$ cat src/rtl/io_port_ctrl.sv
// Memory-mapped IO port block: synchronised and debounced switches/confirm button,
// confirm handshake FSM, LED register. Optional macro IO_LED_READBACK_EN adds LED readback.
module io_port_ctrl #(
  parameter int unsigned DB_CNT_MAX = 200000,
  parameter logic [13:0] SW_ADDR    = 14'h3C70,
  parameter logic [13:0] CFM_ADDR   = 14'h3C80,
  parameter logic [13:0] LED_ADDR   = 14'h3C60
) (
  input  logic        clk,
  input  logic        rst_n,
  input  logic        io_read_i,
  input  logic        io_write_i,
  input  logic [13:0] addr_i,
  input  logic [31:0] wdata_i,
  output logic [15:0] rdata_o,
  input  logic [15:0] switch_i,
  input  logic        confirm_btn_i,
  output logic        confirm_o,
  output logic [15:0] led_o
);

  localparam int unsigned SW_W  = 16;
  localparam int unsigned CNT_W = (DB_CNT_MAX > 1) ? $clog2(DB_CNT_MAX + 1) : 1;
  localparam logic [CNT_W-1:0] CNT_LAST = CNT_W'(DB_CNT_MAX - 1);

  typedef enum logic [1:0] {
    ST_IDLE,
    ST_HELD,
    ST_WAIT_ACK
  } state_e;

  logic [SW_W-1:0]  sw_s1_q, sw_s2_q, sw_prev_q, sw_db_q, sw_db_d;
  logic [CNT_W-1:0] sw_cnt_q, sw_cnt_d;
  logic             btn_s1_q, btn_s2_q, btn_prev_q, btn_db_q, btn_db_d, btn_db_last_q;
  logic [CNT_W-1:0] btn_cnt_q, btn_cnt_d;
  state_e           state_q, state_d;
  logic             pending_q, pending_d;
  logic [SW_W-1:0]  led_q, led_d;
  logic [SW_W-1:0]  rdata_q, rdata_d;
  logic             ack_c;
  logic             btn_rise_c;
  logic             unused_wdata_c;

  assign ack_c          = io_write_i && (addr_i == CFM_ADDR) && !wdata_i[0];
  assign btn_rise_c     = btn_db_q && !btn_db_last_q;
  assign unused_wdata_c = ^wdata_i[31:16];

  // Switch debouncer: any bit change restarts the whole-vector count
  always_comb begin
    sw_cnt_d = sw_cnt_q;
    sw_db_d  = sw_db_q;
    if (sw_s2_q != sw_prev_q) begin
      sw_cnt_d = '0;
    end else if (sw_cnt_q != CNT_LAST) begin
      sw_cnt_d = sw_cnt_q + CNT_W'(1);
    end else begin
      sw_db_d = sw_s2_q;
    end
  end

  always_comb begin
    btn_cnt_d = btn_cnt_q;
    btn_db_d  = btn_db_q;
    if (btn_s2_q != btn_prev_q) begin
      btn_cnt_d = '0;
    end else if (btn_cnt_q != CNT_LAST) begin
      btn_cnt_d = btn_cnt_q + CNT_W'(1);
    end else begin
      btn_db_d = btn_s2_q;
    end
  end

  // Confirm FSM; an acknowledge always beats a coincident press edge
  always_comb begin
    state_d   = state_q;
    pending_d = pending_q;
    unique case (state_q)
      ST_IDLE: begin
        if (btn_rise_c && !ack_c) begin
          state_d   = ST_HELD;
          pending_d = 1'b1;
        end
      end
      ST_HELD: begin
        if (ack_c) pending_d = 1'b0;
        if (!btn_db_q) state_d = pending_d ? ST_WAIT_ACK : ST_IDLE;
      end
      ST_WAIT_ACK: begin
        if (ack_c) begin
          state_d   = ST_IDLE;
          pending_d = 1'b0;
        end
      end
      default: begin
        state_d   = ST_IDLE;
        pending_d = 1'b0;
      end
    endcase
  end

  always_comb begin
    led_d = led_q;
    if (io_write_i && (addr_i == LED_ADDR)) led_d = wdata_i[15:0];
  end

  // Read mux sees pre-write state, so read+write in one cycle returns the old value
  always_comb begin
    rdata_d = rdata_q;
    if (io_read_i) begin
      if (addr_i == SW_ADDR) begin
        rdata_d = sw_db_q;
      end else if (addr_i == CFM_ADDR) begin
        rdata_d = {15'b0, pending_q};
`ifdef IO_LED_READBACK_EN
      end else if (addr_i == LED_ADDR) begin
        rdata_d = led_q;
`endif
      end else begin
        rdata_d = '0;
      end
    end
  end

  always_ff @(posedge clk or negedge rst_n) begin
    if (!rst_n) begin
      sw_s1_q       <= '0;
      sw_s2_q       <= '0;
      sw_prev_q     <= '0;
      sw_cnt_q      <= '0;
      sw_db_q       <= '0;
      btn_s1_q      <= 1'b0;
      btn_s2_q      <= 1'b0;
      btn_prev_q    <= 1'b0;
      btn_cnt_q     <= '0;
      btn_db_q      <= 1'b0;
      btn_db_last_q <= 1'b0;
      state_q       <= ST_IDLE;
      pending_q     <= 1'b0;
      led_q         <= '0;
      rdata_q       <= '0;
    end else begin
      sw_s1_q       <= switch_i;
      sw_s2_q       <= sw_s1_q;
      sw_prev_q     <= sw_s2_q;
      sw_cnt_q      <= sw_cnt_d;
      sw_db_q       <= sw_db_d;
      btn_s1_q      <= confirm_btn_i;
      btn_s2_q      <= btn_s1_q;
      btn_prev_q    <= btn_s2_q;
      btn_cnt_q     <= btn_cnt_d;
      btn_db_q      <= btn_db_d;
      btn_db_last_q <= btn_db_q;
      state_q       <= state_d;
      pending_q     <= pending_d;
      led_q         <= led_d;
      rdata_q       <= rdata_d;
    end
  end

  assign rdata_o   = rdata_q;
  assign confirm_o = pending_q;
  assign led_o     = led_q;

endmodule

$ cat config.mk
export PLATFORM = sky130hd
export DESIGN_NAME = io_port_ctrl
export DESIGN_NICKNAME = d
export VERILOG_FILES = /design/src/rtl/io_port_ctrl.sv
export SDC_FILE = /design/constraint.sdc
export NUM_CORES = 1
export LEC_CHECK = 0
export ABC_AREA = 0
export ABC_CLOCK_PERIOD_IN_PS = 3300
export CELL_PAD_IN_SITES_DETAIL_PLACEMENT = 0
export CELL_PAD_IN_SITES_GLOBAL_PLACEMENT = 2
export CORE_MARGIN = 8
export CORE_UTILIZATION = 35
export CTS_CLUSTER_SIZE = 14
export DETAILED_ROUTE_END_ITERATION = 12
export PLACE_DENSITY_LB_ADDON = 0.1
export REMOVE_ABC_BUFFERS = 1
export SYNTH_ARGS = -nofsm -noshare
export SYNTH_HDL_FRONTEND = slang
export SYNTH_SLANG_ARGS = --single-unit
$ cat constraint.sdc
create_clock -name clk -period 3.3 [get_ports clk]
set_clock_uncertainty 0.15 [all_clocks]
set_input_delay 0.66 -clock clk [delete_from_list [all_inputs] [get_ports clk]]
set_output_delay 0.66 -clock clk [all_outputs]
set_load 0.02 [all_outputs]
==> out/results.tsv, run 1 <==
stage	metric	value	unit
run_status	status	complete, no violations	
timing	slew-limit-headroom	58.4	%
cells_and_area	utilization	46.2	%
detailed_routing	ant_nets	0	
placement	numPortBuffers	83	
clock_tree	cts_buffers	17	
cells_and_area	final_cell_mix	dfrtp_1, clkdlybuf4s50_1, nor2_1	
logic_synthesis	yosysTopAreaCellShare	63.0	%
detailed_routing	drt_wl_total	11.5	mm
global_route	antenna_found_initial	0	
setup_path	cp.required	3450	ps
global_route	grt_pass1_vias	3588	
job	max_cap_violations	0	
global_route	grt_overflow	0	
clock_tree	cts_buffer_depth	2	
clock_tree	cts-hold-fix-buffers	0	
logic_synthesis	ys_ff_latch	140	
clock_tree	htreeDepth	4	
logic_synthesis	synthArstFlopShare	100	%
die	floorplan.initialDensity	35.4	%
timing	fin_ws	651	ps
die	num_rows	46	
logic_synthesis	netlist_top_cells_area	dfrtp_1, mux2_2, xor2_1, xnor2_1, mux2_4	
logic_synthesis	synthSimpleGateAreaFrac	14.8	%
cells_and_area	syn_to_final_growth	30.7	%
cells_and_area	nNetsFinal	614	
power_and_ir_drop	p_per_area	526	mW/mm^2
setup_path	endpoint_kind	flip-flop	
logic_synthesis	postSynthAreaPerCell	12.6	sq um
cells_and_area	fillers	1441	
logic_synthesis	synth-edff-count	0	
die	die_w	142	um
logic_synthesis	synth_seq_area_share	63.0	%
logic_synthesis	syn_area	0.00556	sq mm
detailed_routing	drtPass1Iterations	4	
timing	slew_violations	0	
logic_synthesis	synth_top_family_by_area	simple AND/OR/NAND/NOR gates	
timing	rsz0062_at_grt	false	
logic_synthesis	synthMuxAreaShare	7.34	%
power_and_ir_drop	p_leak	3.13	nW
clock_tree	clock-sinks	140	
logic_synthesis	synth-xor-area-share	6.93	%
setup_path	crit_fanout	16	
detailed_routing	drc	0	
clock_tree	cts.clk_slew.worst_paths	60	ps
min_path	min_path_type	input port to asynchronous set/reset pin	
cells_and_area	fin_cells	770	
cells_and_area	multiInputGateArea	0.00192	sq mm
logic_synthesis	synthFlopType	dfrtp_1	
global_route	grt_start_max_net_pins	69	
placement	dp_hpwl	7.62	mm
logic_synthesis	synth_compound_area_share	4.16	%
global_route	grt_pass1_wl	19.2	mm
cells_and_area	n_antenna_cell	0	
timing	worst_slew_pin_slew	623	ps
clock_tree	cts_resized	0	
setup_path	critical_path.top_delay_family	simple AND/OR/NAND/NOR gates	
clock_tree	cts_tree	done	
placement	dp_slack	188	ps
timing	finalHoldViolCount	0	
logic_synthesis	ys_types	51	
setup_path	crit_slowest_cell	or4_1	
setup_path	cp_cell_sequence	clkdlybuf4s50_1, or4_1, nor4b_2, nand3b_2, mux2_1	
die	dieArea	0.0202	sq mm
placement	gp_congestion	0.758	
timing	finalSetupViolCount	0	
cells_and_area	final_common_cell	dfrtp_1	
setup_path	cpPeakStageDelay	600	ps
placement	dp.cells	738	
timing	tns	0	ps
timing	period_minus_slack	2650	ps
logic_synthesis	synthAdderAreaFrac	1.35	%
cells_and_area	register_area	0.00350	sq mm
detailed_routing	vias	3468	
clock_tree	postCtsSetupBuffers	0	
detailed_routing	wl_per_cell	14.9	um
die	io_pins	100	
logic_synthesis	synth_warnings	0	
power_and_ir_drop	vdd_drop_max	0.371	mV
timing	finalCritPeriodShare	80.3	%
timing	fmax	378	MHz
detailed_routing	via_per_inst	4.50	
die	core_region_area	0.0157	sq mm
power_and_ir_drop	total_power	3.82	mW
setup_path	critPathArrivalTime	2800	ps
global_route	grt.total_usage	12.4	%
setup_path	critical_path_class	input port to flip-flop	
logic_synthesis	synth_area_leader_cell	dfrtp_1	
setup_path	cp-start-kind	input port	
logic_synthesis	syn_inst	440	
clock_tree	root_buffer	clkbuf_16	
clock_tree	clk-insertion-delay-late	420	ps
die	fp.dieH	142	um
detailed_routing	first_iter_violations	176	
setup_path	path_buf_inv	1	
cells_and_area	layout-drive-gt1-share	14.6	%
==> routing by layer <==
metal	vias to the layer above	GRT usage [%]	part of all wire, %
li1	1702	-	-
met1	1677	15.8	48
met2	74	18.4	46
met3	15	4.19	4.9
met4	0	6.05	1.7
met5	-	0	0
==> cell type report <==
type                            count  area share (%)
Clock inverter                     10            1.58
Timing Repair Buffer               90            12.3
Inverter                           23            1.19
Clock buffer                       22            6.53
Multi-Input combinational cell    269            26.4
Tap cell                          216            3.72
Sequential cell                   140            48.2
==> power by group <==
group / total, mW / internal [mW] / switching [mW]
Clock: 1.89 / 1.17 / 0.725
Sequential: 1.78 / 1.76 / 0.0251
Combinational: 0.147 / 0.0766 / 0.0707
Total: 3.82 / 3.00 / 0.821
==> worst paths after layout <==
path / start / endpoint / slack, ps / cells after the start
max in group asynchronous: rst_n / sw_s1_q[13]$_DFF_PN0_ / 2180 / 2
max: addr_i[1] / led_o[14]$_DFFE_PN0P_ / 650 / 5
min in group clk: sw_s1_q[8]$_DFF_PN0_ / sw_s2_q[8]$_DFF_PN0_ / 200 / 0
max reg2reg: sw_cnt_q[6]$_DFFE_PN0N_ / sw_db_q[1]$_DFFE_PN0P_ / 710 / 5
min: rst_n / rdata_o[8]$_DFFE_PN0P_ / 80 / 1
min reg2reg: sw_s1_q[8]$_DFF_PN0_ / sw_s2_q[8]$_DFF_PN0_ / 200 / 0
==> through the flow <==
| step | hold slack [ps] | instance area (sq um) |
|---|---|---|
| after global routing | 124 | 7270 |
| after detailed placement | 186 | 6680 |
| after CTS | 105 | 7270 |
| final | 84.5 | 7270 |
| after floorplan | 181 | 5510 |
| after global placement | 185 | 6680 |
==> cell families after synthesis <==
kind of cell | count (synthesis)
simple gates | 146
flops | 140
xor+xnor | 44
compound gates | 40
mux | 33
buf+inv | 31
fa+ha+maj | 6
==> worst register-to-register path: stages, from the launching register on <==
cell and delay [ps]:
dfrtp_1 440, or4b_4 550, nor4_4 430, nand2_4 140
nor2_8 370, mux2_2 390
==> sequential cells by signal, summed over array words and instances, names as in the netlist <==
signal         flops
btn_s1_q           1
sw_s2_q           16
sw_db_q           16
confirm_o          1
sw_s1_q           16
btn_prev_q         1
rdata_o           16
sw_prev_q         16
led_o             16
btn_s2_q           1
sw_cnt_q          18
btn_db_last_q      1
state_q            2
btn_cnt_q         18
btn_db_q           1
==> synth_stat cells (6+ instances only) <==
cell,n
a21oi_1,11
dfrtp_1,140
ha_1,6
inv_1,23
mux2_2,21
mux2_4,10
nand2_1,33
nand3_1,12
nand4_1,6
nor2_1,37
nor3_1,8
nor4_1,8
o21ai_0,19
xnor2_1,19
xor2_1,25
Note: power is estimated with default switching activity, not from simulation.
==> inputs of run 2 (changes only) <==
--- a/config.mk
+++ b/config.mk
@@ -6,7 +6,7 @@
 export NUM_CORES = 1
 export LEC_CHECK = 0
 export ABC_AREA = 0
-export ABC_CLOCK_PERIOD_IN_PS = 3300
+export ABC_CLOCK_PERIOD_IN_PS = 2800
 export CELL_PAD_IN_SITES_DETAIL_PLACEMENT = 0
 export CELL_PAD_IN_SITES_GLOBAL_PLACEMENT = 2
 export CORE_MARGIN = 8
==> constraint.sdc (replaced) <==
create_clock -name clk -period 2.8 [get_ports clk]
set_clock_uncertainty 0.15 [all_clocks]
set_input_delay 0.56 -clock clk [delete_from_list [all_inputs] [get_ports clk]]
set_output_delay 0.56 -clock clk [all_outputs]
set_load 0.02 [all_outputs]
==> run 2 against run 1 <==
Effect of this change:
- clock power increased by 13%
- die area is the same
- count of clock-buffer cells in the layout decreased by 2
- sequential share of layout area is 0.26 points lower
- flip-flop and latch count unchanged
- non-clock buffer count is 4 higher
- largest power group unchanged
- final area grew 0.55%
- routed wire length is 1.3% lower
- worst hold slack improved by 110 ps
- total power is 15% higher
- cell count rose by 0.39%
- largest cell class unchanged
- utilization rose by 0.25 points
==> out/results.tsv, run 2 (synthesis results as in run 1) <==
stage	metric	value	unit
timing	finalCritPeriodShare	89.3	%
power_and_ir_drop	vdd_drop_max	0.471	mV
setup_path	endpoint_kind	flip-flop	
detailed_routing	vias	3497	
power_and_ir_drop	seqPwrFrac	47.6	%
timing	finalHoldViolCount	0	
die	io_pins	100	
power_and_ir_drop	p_sw	0.943	mW
cells_and_area	final_cell_mix	dfrtp_1, clkdlybuf4s50_1, nor2_1	
cells_and_area	n_antenna_cell	0	
setup_path	r2r-end	sw_db_q[6]$_DFFE_PN0P_	
setup_path	crit_slowest_cell	or4b_4	
die	fp.dieH	142	um
detailed_routing	drt_wl_total	11.3	mm
power_and_ir_drop	p_sw_share	21.4	%
detailed_routing	ant_nets	0	
setup_path	r2r_slack	300	ps
cells_and_area	final_common_cell	dfrtp_1	
setup_path	r2r_cells	5	
power_and_ir_drop	p_int	3.46	mW
timing	finalSetupViolCount	0	
clock_tree	cts_buffer_depth	2	
cells_and_area	layout-drive-gt1-share	14.7	%
run_status	status	complete, no violations	
power_and_ir_drop	p_leak	3.17	nW
clock_tree	cts_tree	done	
placement	numPortBuffers	83	
timing	slew-limit-headroom	62.1	%
clock_tree	postCtsSetupBuffers	0	
power_and_ir_drop	p_comb_share	4.0	%
cells_and_area	syn_to_final_growth	31.4	%
timing	rsz0062_at_grt	false	
setup_path	path_buf_inv	0	
clock_tree	htreeDepth	4	
global_route	grt.total_usage	12.0	%
cells_and_area	fillers	1463	
die	floorplan.initialDensity	35.4	%
setup_path	timing.rr.start	sw_cnt_q[9]$_DFFE_PN0N_	
global_route	grt_pass1_vias	3608	
placement	dpl_cell_area	0.00674	sq mm
min_path	min_path_type	flip-flop to flip-flop	
global_route	grt_pass1_wl	18.8	mm
detailed_routing	via_per_inst	4.52	
min_path	hold-path-endpoint	sw_s2_q[10]$_DFF_PN0_	
detailed_routing	wl_per_cell	14.6	um
die	dieArea	0.0202	sq mm
placement	gp_congestion	0.781	
setup_path	cp.required	2940	ps
cells_and_area	register_area	0.00350	sq mm
power_and_ir_drop	p_per_area	603	mW/mm^2
cells_and_area	design_area	0.00731	sq mm
die	die_w	142	um
die	num_rows	46	
setup_path	critPathArrivalTime	2640	ps
die	core_region_area	0.0157	sq mm
cells_and_area	nNetsFinal	618	
clock_tree	root_buffer	clkbuf_16	
job	max_cap_violations	0	
setup_path	cp_cell_sequence	or4b_4, nor4_4, nand2_4, nor2_8, mux2_2	
clock_tree	clk-insertion-delay-late	420	ps
setup_path	cp-start-kind	flip-flop	
setup_path	critical_path_class	flip-flop to flip-flop	
global_route	grt_start_max_net_pins	58	
detailed_routing	first_iter_violations	127	
timing	fmax	400	MHz
timing	tns	0	ps
setup_path	cpPeakStageDelay	560	ps
setup_path	critical_path.top_delay_family	simple AND/OR/NAND/NOR gates	
cells_and_area	reg_top3	btn_cnt_q x18, sw_cnt_q x18	
timing	worst_slew_pin_slew	564	ps
power_and_ir_drop	clkPwrFrac	48.4	%
setup_path	crit_fanout	16	
min_path	whs_path_depth	0	
timing	slew_violations	0	
global_route	antenna_found_initial	0	
placement	dp_hpwl	7.77	mm
clock_tree	cts_buffers	17	
min_path	hp-start	sw_s1_q[10]$_DFF_PN0_	
global_route	grt_overflow	0	
clock_tree	cts.clk_slew.worst_paths	60	ps
detailed_routing	drtPass1Iterations	4	
clock_tree	clock-sinks	140	
cells_and_area	multiInputGateArea	0.00192	sq mm
detailed_routing	drc	0	
timing	period_minus_slack	2500	ps
## run 2: stage by stage
step	utilization, %	setup WS (ps)	hold slack, ps	std cells	total power [mW]
2_1_floorplan	-	419	114	432	2.17
3_3_place_gp	42.9	53.0	184	741	2.31
3_5_place_dp	42.9	26.4	186	741	2.32
4_1_cts	46.5	267	196	773	4.49
5_1_grt	46.5	187	207	773	4.59
6_report	46.5	301	194	773	4.41
## run 2: routing by layer
layer  routed length [um]  global-route usage (%)  vias up
met5                    0                       0        -
met4                   99                    4.24        0
met3                  537                    4.33        7
met2                 5190                    18.5       62
met1                 5490                    15.3     1715
li1                     -                       -     1713
## run 2: worst max path at each step
stage | startpoint | end | slack, ps | cells past startpoint
6_report | sw_cnt_q[9]$_DFFE_PN0N_ | sw_db_q[6]$_DFFE_PN0P_ | 300 | 5
5_1_grt | sw_cnt_q[7]$_DFFE_PN0N_ | sw_db_q[6]$_DFFE_PN0P_ | 190 | 5
4_1_cts | sw_cnt_q[9]$_DFFE_PN0N_ | sw_db_q[5]$_DFFE_PN0P_ | 270 | 5
3_5_place_dp | addr_i[1] | led_o[14]$_DFFE_PN0P_ | 30 | 6
3_3_place_gp | addr_i[1] | led_o[14]$_DFFE_PN0P_ | 50 | 6
2_1_floorplan | sw_cnt_q[9]$_DFFE_PN0N_ | sw_db_q[1]$_DFFE_PN0P_ | 420 | 5
## run 2: power groups by stage
stage | combinational [mW] | clock (mW) | sequential, mW
floorplan | 0.0399 | 0 | 2.13
global placement | 0.181 | 0 | 2.13
detailed placement | 0.183 | 0 | 2.13
CTS | 0.185 | 2.21 | 2.10
global route | 0.200 | 2.29 | 2.10
finish | 0.177 | 2.13 | 2.10
## run 2: final cells by class
| type | instances | area share (%) |
|---|---|---|
| well taps | 216 | 3.70 |
| repair buffers | 94 | 13.2 |
| clock buffers | 20 | 5.98 |
| inverters | 23 | 1.18 |
| clock inverters | 11 | 1.68 |
| multi-input cells | 269 | 26.3 |
| flip-flops and latches | 140 | 47.9 |
## run 2: what timing repair did
item                                   in CTS  in global routing
resized for setup                           0                  0
endpoints found under the hold margin      54                  0
hold buffers                                1                  0
